===== src/rtl/pipeline_mem_stage.sv =====
// rtl/pipeline_mem_stage.sv - RV64 memory-access stage: request/ack data port, store lanes, load align/extend, MEM->WB register
//
// Ports:
//   clk, reset (asynchronous, active-low)
//   *_MEM          : EX->MEM pipeline register outputs (instruction in MEM)
//   dmem_*         : request/acknowledge data-memory port (registered request, one ack per request)
//   stall_MEM      : combinational, freezes IF/ID/EX while an access is pending
//   *_WB           : registered MEM->WB boundary
//
// Optional feature: define MEM_MISALIGN_TRAP_EN to turn misaligned accesses into a
// one-cycle misalign_WB flag instead of performing them at the aligned-down offset.
module pipeline_mem_stage (
    input  logic        clk,
    input  logic        reset,
    input  logic [63:0] pc_MEM,
    input  logic        rf_wr_en_MEM,
    input  logic [1:0]  rf_wr_sel_MEM,
    input  logic [63:0] alu_result_MEM,
    input  logic [2:0]  dm_rd_ctrl_MEM,
    input  logic [2:0]  dm_wr_ctrl_MEM,
    input  logic [63:0] reg_data2_MEM,
    input  logic [4:0]  rd_MEM,
    output logic        dmem_req,
    output logic        dmem_we,
    output logic [63:0] dmem_addr,
    output logic [63:0] dmem_wdata,
    output logic [7:0]  dmem_wstrb,
    input  logic        dmem_ack,
    input  logic [63:0] dmem_rdata,
    output logic        stall_MEM,
    output logic [63:0] pc_WB,
    output logic        rf_wr_en_WB,
    output logic [1:0]  rf_wr_sel_WB,
    output logic [4:0]  rd_WB,
    output logic [63:0] alu_result_WB,
    output logic [63:0] dm_rdata_WB,
    output logic        misalign_WB
);

    localparam logic [0:0] IDLE = 1'b0;
    localparam logic [0:0] REQ  = 1'b1;

    logic [0:0]  state;
    logic        is_store;
    logic        is_load;
    logic        mem_op;
    logic        issue;
    logic        trap;
    logic [1:0]  size_log2;
    logic [2:0]  align_mask;
    logic [2:0]  off_al;
    logic [63:0] st_wdata;
    logic [7:0]  st_wstrb;
    logic [2:0]  ld_ctrl_q;
    logic [2:0]  ld_off_q;
    logic [63:0] ld_shifted;
    logic [63:0] ld_ext;

    // Store wins when both controls are set; store codes 5-7 mean no store.
    assign is_store = (dm_wr_ctrl_MEM != 3'd0) && (dm_wr_ctrl_MEM <= 3'd4);
    assign is_load  = !is_store && (dm_rd_ctrl_MEM != 3'd0);
    assign mem_op   = is_store || is_load;

    always_comb begin
        size_log2 = 2'd0;
        if (is_store) begin
            size_log2 = 2'(dm_wr_ctrl_MEM - 3'd1);
        end else begin
            case (dm_rd_ctrl_MEM)
                3'd3, 3'd4: size_log2 = 2'd1;
                3'd5, 3'd6: size_log2 = 2'd2;
                3'd7:       size_log2 = 2'd3;
                default:    size_log2 = 2'd0;
            endcase
        end
    end

    always_comb begin
        case (size_log2)
            2'd0:    align_mask = 3'b111;
            2'd1:    align_mask = 3'b110;
            2'd2:    align_mask = 3'b100;
            default: align_mask = 3'b000;
        endcase
    end

    // Offset forced down to the access size; only differs from the raw
    // offset for misaligned accesses.
    assign off_al = alu_result_MEM[2:0] & align_mask;

`ifdef MEM_MISALIGN_TRAP_EN
    assign trap = mem_op && ((alu_result_MEM[2:0] & ~align_mask) != 3'd0);
`else
    assign trap = 1'b0;
`endif

    assign issue = mem_op && !trap;

    always_comb begin
        st_wdata = 64'd0;
        st_wstrb = 8'd0;
        if (is_store) begin
            case (dm_wr_ctrl_MEM)
                3'd1: begin
                    st_wdata = {8{reg_data2_MEM[7:0]}};
                    st_wstrb = 8'h01 << off_al;
                end
                3'd2: begin
                    st_wdata = {4{reg_data2_MEM[15:0]}};
                    st_wstrb = 8'h03 << off_al;
                end
                3'd3: begin
                    st_wdata = {2{reg_data2_MEM[31:0]}};
                    st_wstrb = 8'h0F << off_al;
                end
                default: begin
                    st_wdata = reg_data2_MEM;
                    st_wstrb = 8'hFF;
                end
            endcase
        end
    end

    assign ld_shifted = dmem_rdata >> {ld_off_q, 3'b000};

    // ld_ctrl_q is 0 for stores, which yields zero write-back data.
    always_comb begin
        case (ld_ctrl_q)
            3'd1:    ld_ext = {{56{ld_shifted[7]}}, ld_shifted[7:0]};
            3'd2:    ld_ext = {56'd0, ld_shifted[7:0]};
            3'd3:    ld_ext = {{48{ld_shifted[15]}}, ld_shifted[15:0]};
            3'd4:    ld_ext = {48'd0, ld_shifted[15:0]};
            3'd5:    ld_ext = {{32{ld_shifted[31]}}, ld_shifted[31:0]};
            3'd6:    ld_ext = {32'd0, ld_shifted[31:0]};
            3'd7:    ld_ext = ld_shifted;
            default: ld_ext = 64'd0;
        endcase
    end

    // Gated by reset so the stall drops the instant reset asserts.
    assign stall_MEM = reset && (((state == IDLE) && issue) ||
                                 ((state == REQ) && !dmem_ack));

    always_ff @(posedge clk or negedge reset) begin
        if (!reset) begin
            state         <= IDLE;
            dmem_req      <= 1'b0;
            dmem_we       <= 1'b0;
            dmem_addr     <= 64'd0;
            dmem_wdata    <= 64'd0;
            dmem_wstrb    <= 8'd0;
            ld_ctrl_q     <= 3'd0;
            ld_off_q      <= 3'd0;
            pc_WB         <= 64'd0;
            rf_wr_en_WB   <= 1'b0;
            rf_wr_sel_WB  <= 2'd0;
            rd_WB         <= 5'd0;
            alu_result_WB <= 64'd0;
            dm_rdata_WB   <= 64'd0;
            misalign_WB   <= 1'b0;
        end else begin
            case (state)
                IDLE: begin
                    if (issue) begin
                        state       <= REQ;
                        dmem_req    <= 1'b1;
                        dmem_we     <= is_store;
                        dmem_addr   <= {alu_result_MEM[63:3], 3'b000};
                        dmem_wdata  <= st_wdata;
                        dmem_wstrb  <= st_wstrb;
                        ld_ctrl_q   <= is_load ? dm_rd_ctrl_MEM : 3'd0;
                        ld_off_q    <= off_al;
                        rf_wr_en_WB <= 1'b0;
                        misalign_WB <= 1'b0;
                    end else if (trap) begin
                        pc_WB         <= pc_MEM;
                        rd_WB         <= rd_MEM;
                        alu_result_WB <= alu_result_MEM;
                        rf_wr_en_WB   <= 1'b0;
                        misalign_WB   <= 1'b1;
                    end else begin
                        pc_WB         <= pc_MEM;
                        rf_wr_en_WB   <= rf_wr_en_MEM;
                        rf_wr_sel_WB  <= rf_wr_sel_MEM;
                        rd_WB         <= rd_MEM;
                        alu_result_WB <= alu_result_MEM;
                        dm_rdata_WB   <= 64'd0;
                        misalign_WB   <= 1'b0;
                    end
                end
                REQ: begin
                    if (dmem_ack) begin
                        state         <= IDLE;
                        dmem_req      <= 1'b0;
                        pc_WB         <= pc_MEM;
                        rf_wr_en_WB   <= rf_wr_en_MEM;
                        rf_wr_sel_WB  <= rf_wr_sel_MEM;
                        rd_WB         <= rd_MEM;
                        alu_result_WB <= alu_result_MEM;
                        dm_rdata_WB   <= ld_ext;
                        misalign_WB   <= 1'b0;
                    end else begin
                        rf_wr_en_WB <= 1'b0;
                        misalign_WB <= 1'b0;
                    end
                end
                default: state <= IDLE;
            endcase
        end
    end

endmodule


===== config.mk =====
export PLATFORM = sky130hd
export DESIGN_NAME = pipeline_mem_stage
export DESIGN_NICKNAME = d
export VERILOG_FILES = /design/src/rtl/pipeline_mem_stage.sv
export SDC_FILE = /design/constraint.sdc
export NUM_CORES = 1
export LEC_CHECK = 0
export ABC_AREA = 1
export CORE_AREA = 2 2 238 240
export CTS_BUF_LIST = sky130_fd_sc_hd__clkbuf_4
export DETAILED_ROUTE_END_ITERATION = 16
export DIE_AREA = 0 0 240 242
export HOLD_SLACK_MARGIN = 0.08
export PLACE_DENSITY = 0.57
export SLEW_MARGIN = 30
export SYNTH_ARGS = -nofsm -noshare
export SYNTH_HDL_FRONTEND = slang
export SYNTH_SLANG_ARGS = --single-unit

===== constraint.sdc =====
create_clock -name clk -period 2.9 [get_ports clk]
set_input_delay 0.29 -clock clk [delete_from_list [all_inputs] [get_ports clk]]
set_output_delay 0.29 -clock clk [all_outputs]
set_load 0.005 [all_outputs]

==> flow_summary.toml, run 1 <==
[clock_network]
cts.path.max_buffers = 3
h-tree-depth = 3
cts.sinks = 342
cts_tree = "done"
cts_root_buf = "clkbuf_4"
postCtsSetupBuffers = 0
clk_latency_ns = 0.83
clk_pin_slew_ns = 0.07
numCtsBuffers = 96

[floorplan]
io_pins = 613
die_x_um = 240
row_count = 87
initial_core_util_pct = 28.3
die_area_sq_um = 58100
fp.coreArea_sq_um = 55700
die_y_um = 242

[placement]
dp_hpwl_um = 47300
io_buffers = 608
dpl_cell_area_sq_um = 22800
gp_congestion = 0.943

[pwr]
peakVddDrop_uv = 362
seqPwrFrac_pct = 39.7
clkPwrFrac_pct = 30.0
switching_power_uw = 4920
p_int_uw = 10300
power_frac_comb_pct = 30.3
switching_share_pct = 32.3
power.density_nw_per_um2 = 590
p_leak_uw = 0.0123

[yosys]
syn_area_per_cell_sq_um = 7.94
ys_top_cells_by_area = "dfrtp_1, nand2_1, o21ai_0"
synth_flop_cell = "dfrtp_1"
synth_common_cells = "nand2_1, dfrtp_1, o21ai_0, o21ai_1, nor2_1"
synth_async_sr_flop_share_pct = 100
synth.most_common_cell = "nand2_1"
synth_area_leader_cell = "dfrtp_1"
synth_edf_count = 0
ys_seq_elements = 342
synth_cell_types = 43
synth_seq_area_share_pct = 54.3
syn-instance-count = 1986
synth_area_sq_um = 15800
synth.top_cell.area_share_pct = 54.3
synth_warnings = 0

[setup_path]
cp_cell_sequence = "dlygate4sd3_1 > clkdlybuf4s50_1 > nor2_4 > nand3_2 > o21ai_4 > nor2_1 > clkdlybuf4s50_1"
r2r_start = "ld_off_q[0]"
critPathBufInv = 3
worstSetupPathType = "input pin to output port"
critPathLaunch = "dm_rd_ctrl_MEM[1]"
required_ns = 2.61
cp-start-kind = "input pin"
cpPeakStageDelay_ns = 0.58
end_kind = "output port"
worstPathMaxFanout = 4
slowest_stage = "dlygate4sd3_1"
cp_data_arrival_time_ns = 2.46
cp_top_family = "buffers and inverters"
critPathMostFrequentCell = "clkdlybuf4s50_1"

[layout]
nets = 3069
layout-drive-gt1-share_pct = 8.26
fillCellCount = 5513
multi_input_area_sq_um = 6430
syn_to_final_growth_pct = 63.5
layout.area.seq_sq_um = 8560
design_area_sq_um = 25800

[sta]
tns_ns = 0
worst_pin_slew_ns = 0.880
fmax_mhz = 363
setup_violations = 0
finalCriticalPeriod_ns = 2.75
slew_viol_final = 0
finClkSkew_ns = 0.0604
fin_crit_sh_pct = 94.9
max_slew_margin_pct = 41.3
hold_viol_final = 0
rsz0062_at_grt = "no"

[global_routing]
globalRouteOverflowTotal = 0
antenna_found_initial = 5
grt_pass1_vias = 17200
grt_max_degree = 141
grt_usage_pct = 22.4
grt_pass1_wl_um = 101000

[status]
status = "finished clean"

[route]
drc = 0
postRouteAntennaNets = 0
vias_per_cell = 4.62
routed_wirelength_um = 66100
wl_per_cell_um = 18.2
drt-pass1-iter-count = 5
vias = 16800
drtIter0Drc = 1078

[hold_path]
hp-start = "reg_data2_MEM[58]"
min_path_type = "input pin to flop"

[flow_run]
cap_violations = 0
repair_timing:
item / 4_1_cts / 5_1_grt
setup endpoints to repair: 0 / 1
hold buffers: 173 / 0
endpoints found under the hold margin: 569 / 0
resized for setup: 0 / 2
per-layer routing:
layer  global-route usage, %  wire length (um)  vias up
met1                    27.7             27100     7978
met5                       0                 0        -
met4                    7.86              1710        0
met3                    6.23              5720      107
li1                        -                 -     8009
met2                    37.3             31600      695
registers in the layout (all words and copies together), names as in the netlist, 2 cells and up:
name and flops:
alu_result_WB 64, dm_rdata_WB 64, pc_WB 64, dmem_wstrb 8, ld_ctrl_q 3, ld_off_q 3, rf_wr_sel_WB 2, rd_WB 5
dmem_addr 61, dmem_wdata 64
tightest hold or removal path, delay by kind of cell:
| family | cells | cell delay, ns |
|---|---|---|
| AOI/OAI and AO/OA | 2 | 0.24 |
| buffers and inverters | 1 | 0.40 |
final cells by class:
type | instances | area share (%)
sequential | 342 | 33.2
timing repair buffer | 829 | 32.5
multi-input combinational | 1470 | 24.9
clock buffer | 134 | 3.90
tap | 756 | 3.67
clock inverter | 41 | 0.923
inverter | 53 | 0.821
antenna | 6 | 0.0583
path summary, 6_finish.rpt:
check	endpoint	slack [ns]	cells after the start
max	stall_MEM	0.15	7
max in group asynchronous	dmem_addr[32]	1.43	4
min in group asynchronous	dmem_wdata[4]	0.65	4
min reg2reg	pc_WB[60]	0.47	2
min	dmem_wdata[58]	0.20	3
max reg2reg	dm_rdata_WB[44]	0.38	7
placed cells by master (no fill, tap or decap), types with 11 or more instances in the layout:
cell	n
a21oi_1	41
buf_12	15
buf_4	33
clkbuf_4	134
clkdlybuf4s50_1	607
clkinv_1	27
dfrtp_1	341
dlygate4sd3_1	172
inv_1	43
nand2_1	977
nand3_1	30
nor2_1	62
o211ai_1	11
o21a_1	11
o21ai_0	175
o21ai_1	79
cells by family after synthesis:
kind of cell    synth area share, %
compound gates                 12.8
xor+xnor                     0.0556
fa+ha+maj                     0.318
buf+inv                        5.22
flops                          54.3
mux                           0.508
other cells                  0.0238
simple gates                   26.8
power groups by stage:
stage | Sequential, uW | Clock, uW | Combinational, uW
floorplan | 6090 | 0 | 1550
global placement | 6090 | 0 | 4400
detailed placement | 6110 | 0 | 4410
CTS | 6040 | 4750 | 4640
global route | 6130 | 5000 | 5010
finish | 6040 | 4560 | 4610
through the flow:
step | setup slack (ns) | cells | util (%) | power [uW] | hold slack (ns)
3_3_place_gp | 0.270 | 3277 | 40.9 | 10500 | 0.154
3_5_place_dp | 0.263 | 3277 | 40.9 | 10500 | 0.156
6_report | 0.147 | 3631 | 46.2 | 15200 | 0.199
5_1_grt | 0.0207 | 3629 | 46.2 | 16100 | 0.122
4_1_cts | 0.00915 | 3625 | 46.2 | 15400 | 0.0842
2_1_floorplan | 1.14 | 1989 | - | 7630 | -0.00559
No activity file was read; power rests on OpenSTA's default activity.
==> run 2, diff against run 1 <==
--- a/config.mk
+++ b/config.mk
@@ -8,6 +8,7 @@
 export ABC_AREA = 1
 export CORE_AREA = 2 2 238 240
 export CTS_BUF_LIST = sky130_fd_sc_hd__clkbuf_4
+export CTS_CLUSTER_SIZE = 24
 export DETAILED_ROUTE_END_ITERATION = 16
 export DIE_AREA = 0 0 240 242
 export HOLD_SLACK_MARGIN = 0.08
==> results of run 2 <==
Final layout, timing and power as in run 1 (identical DEF).
==> run 3, diff against run 2 <==
--- a/config.mk
+++ b/config.mk
@@ -11,8 +11,8 @@
 export CTS_CLUSTER_SIZE = 24
 export DETAILED_ROUTE_END_ITERATION = 16
 export DIE_AREA = 0 0 240 242
-export HOLD_SLACK_MARGIN = 0.08
 export PLACE_DENSITY = 0.57
+export SKIP_CTS_REPAIR_TIMING = 1
 export SLEW_MARGIN = 30
 export SYNTH_ARGS = -nofsm -noshare
 export SYNTH_HDL_FRONTEND = slang
==> run 3 against run 2 <==
Worst setup slack improved by 0.15 ns. Utilization decreased by 1.5 points. Sequential power about the same. Count of clock-buffer cells in the layout is the same. Non-clock buffer count down 82. Worst hold slack got worse by 0.15 ns. Flip-flop and latch count is the same. Critical endpoint unchanged. Die area unchanged. Register-to-register slack hardly changed.
==> flow_summary.toml, run 3 (synthesized netlist as in run 1, its figures left out) <==
[route]
vias_per_cell = 4.63
drtIter0Drc = 1254
wl_per_cell_um = 18.5
drc = 0
routed_wirelength_um = 65600
postRouteAntennaNets = 0
drt-pass1-iter-count = 5
vias = 16400

[sta]
slew_viol_final = 0
setup_slack_ns = 0.301
tns_ns = 0
fmax_mhz = 385
finClkSkew_ns = 0.0570
max_slew_margin_pct = 35.1
rsz0062_at_grt = "no"
hold_viol_final = 0
setup_violations = 0
finalCriticalPeriod_ns = 2.60
worst_pin_slew_ns = 0.970
fin_crit_sh_pct = 89.6

[setup_path]
cp-start-kind = "flop"
required_ns = 2.61
timing.rr.end = "dm_rdata_WB[60]"
r2r_setup_slack_ns = 0.39
end_kind = "output port"
worstPathMaxFanout = 4
cp_data_arrival_time_ns = 2.31
r2r_cells = 7
r2r_start = "ld_off_q[0]"
critPathLaunch = "state"
crit_path_end = "stall_MEM"
worstSetupPathType = "flop to output port"

[clock_network]
numCtsBuffers = 96
cts_tree = "done"
clk_pin_slew_ns = 0.06
cts.path.max_buffers = 3
cts_root_buf = "clkbuf_4"
h-tree-depth = 3
cts.sinks = 342
clk_latency_ns = 0.82

[layout]
layout_common_cells = "nand2_1, clkdlybuf4s50_1, dfrtp_1, o21ai_0, clkbuf_4"
design_area_sq_um = 24900
layout-drive-gt1-share_pct = 8.43
fillCellCount = 5606
final_common_cell = "nand2_1"
fin_util_pct = 44.7
syn_to_final_growth_pct = 58.2
nets = 2987

[floorplan]
die_x_um = 240
io_pins = 613
fp.coreArea_sq_um = 55700
die_y_um = 242
initial_core_util_pct = 28.3
row_count = 87
die_area_sq_um = 58100

[global_routing]
grt_pass1_wl_um = 97600
grt_usage_pct = 21.8
grt_max_degree = 141
grt_pass1_vias = 16200
globalRouteOverflowTotal = 0
antenna_found_initial = 4

[pwr]
switching_power_uw = 4880
total_power_uw = 15100
clkPwrFrac_pct = 30.1
power.density_nw_per_um2 = 605
p_int_uw = 10200
power_frac_comb_pct = 29.8
peakVddDrop_uv = 356
switching_share_pct = 32.3
seqPwrFrac_pct = 40.0
p_leak_uw = 0.0119

[placement]
pre_cts_ws_ns = 0.263
gp_congestion = 0.943
dp_hpwl_um = 47300
dpl_cell_area_sq_um = 22800
io_buffers = 608

[status]
status = "finished clean"

[flow_run]
cap_violations = 0

[hold_path]
min_path_type = "input pin to flop"
-- run 3: layout make-up --
| type | instances | area [sq um] | share of cell area, % |
|---|---|---|---|
| Tap cell | 756 | 946 | 3.79 |
| Antenna cell | 1 | 2.50 | 0.0100 |
| Multi-Input combinational cell | 1470 | 6420 | 25.8 |
| Inverter | 53 | 211 | 0.848 |
| Clock buffer | 134 | 1010 | 4.03 |
| Timing Repair Buffer | 747 | 7550 | 30.3 |
| Sequential cell | 342 | 8560 | 34.3 |
| Clock inverter | 41 | 238 | 0.953 |
-- run 3: metrics by stage --
stage,hold slack (ns),instances
floorplan,-0.00559,1989
global placement,0.154,3277
detailed placement,0.156,3277
CTS,-0.791,3452
global route,0.000309,3544
finish,0.0453,3544
-- run 3: metal layers --
layer	vias up	share of wire [%]	track usage, %
li1	7837	-	-
met1	7826	41	27.0
met2	662	48	36.2
met3	91	8.7	6.57
met4	6	2.0	6.58
met5	-	0.059	0
-- run 3: worst min path at each step --
stage	slack, ns	startpoint	cells past startpoint	end
after floorplan	-0.006	reset	0	alu_result_WB[0]
after global placement	0.15	reset	1	dmem_wdata[51]
after detailed placement	0.16	reset	1	dmem_wdata[19]
after CTS	-0.79	reset	1	dmem_wdata[48]
after global routing	0.0003	pc_MEM[46]	3	pc_WB[46]
final	0.05	alu_result_MEM[45]	3	dmem_addr[45]
-- run 3: critical path: stages (launching register included) --
cell and delay, ns:
dfrtp_1 0.46, nand2_1 0.24, o21ai_4 0.10, nor2_1 0.10, clkdlybuf4s50_1 0.60
-- run 3: power by group through the flow --
stage	Combinational (uW)	Sequential, uW	Clock, uW
finish	4500	6040	4550
CTS	4430	6040	4750
detailed placement	4410	6110	0
global placement	4400	6090	0
global route	4900	6130	5000
floorplan	1550	6090	0
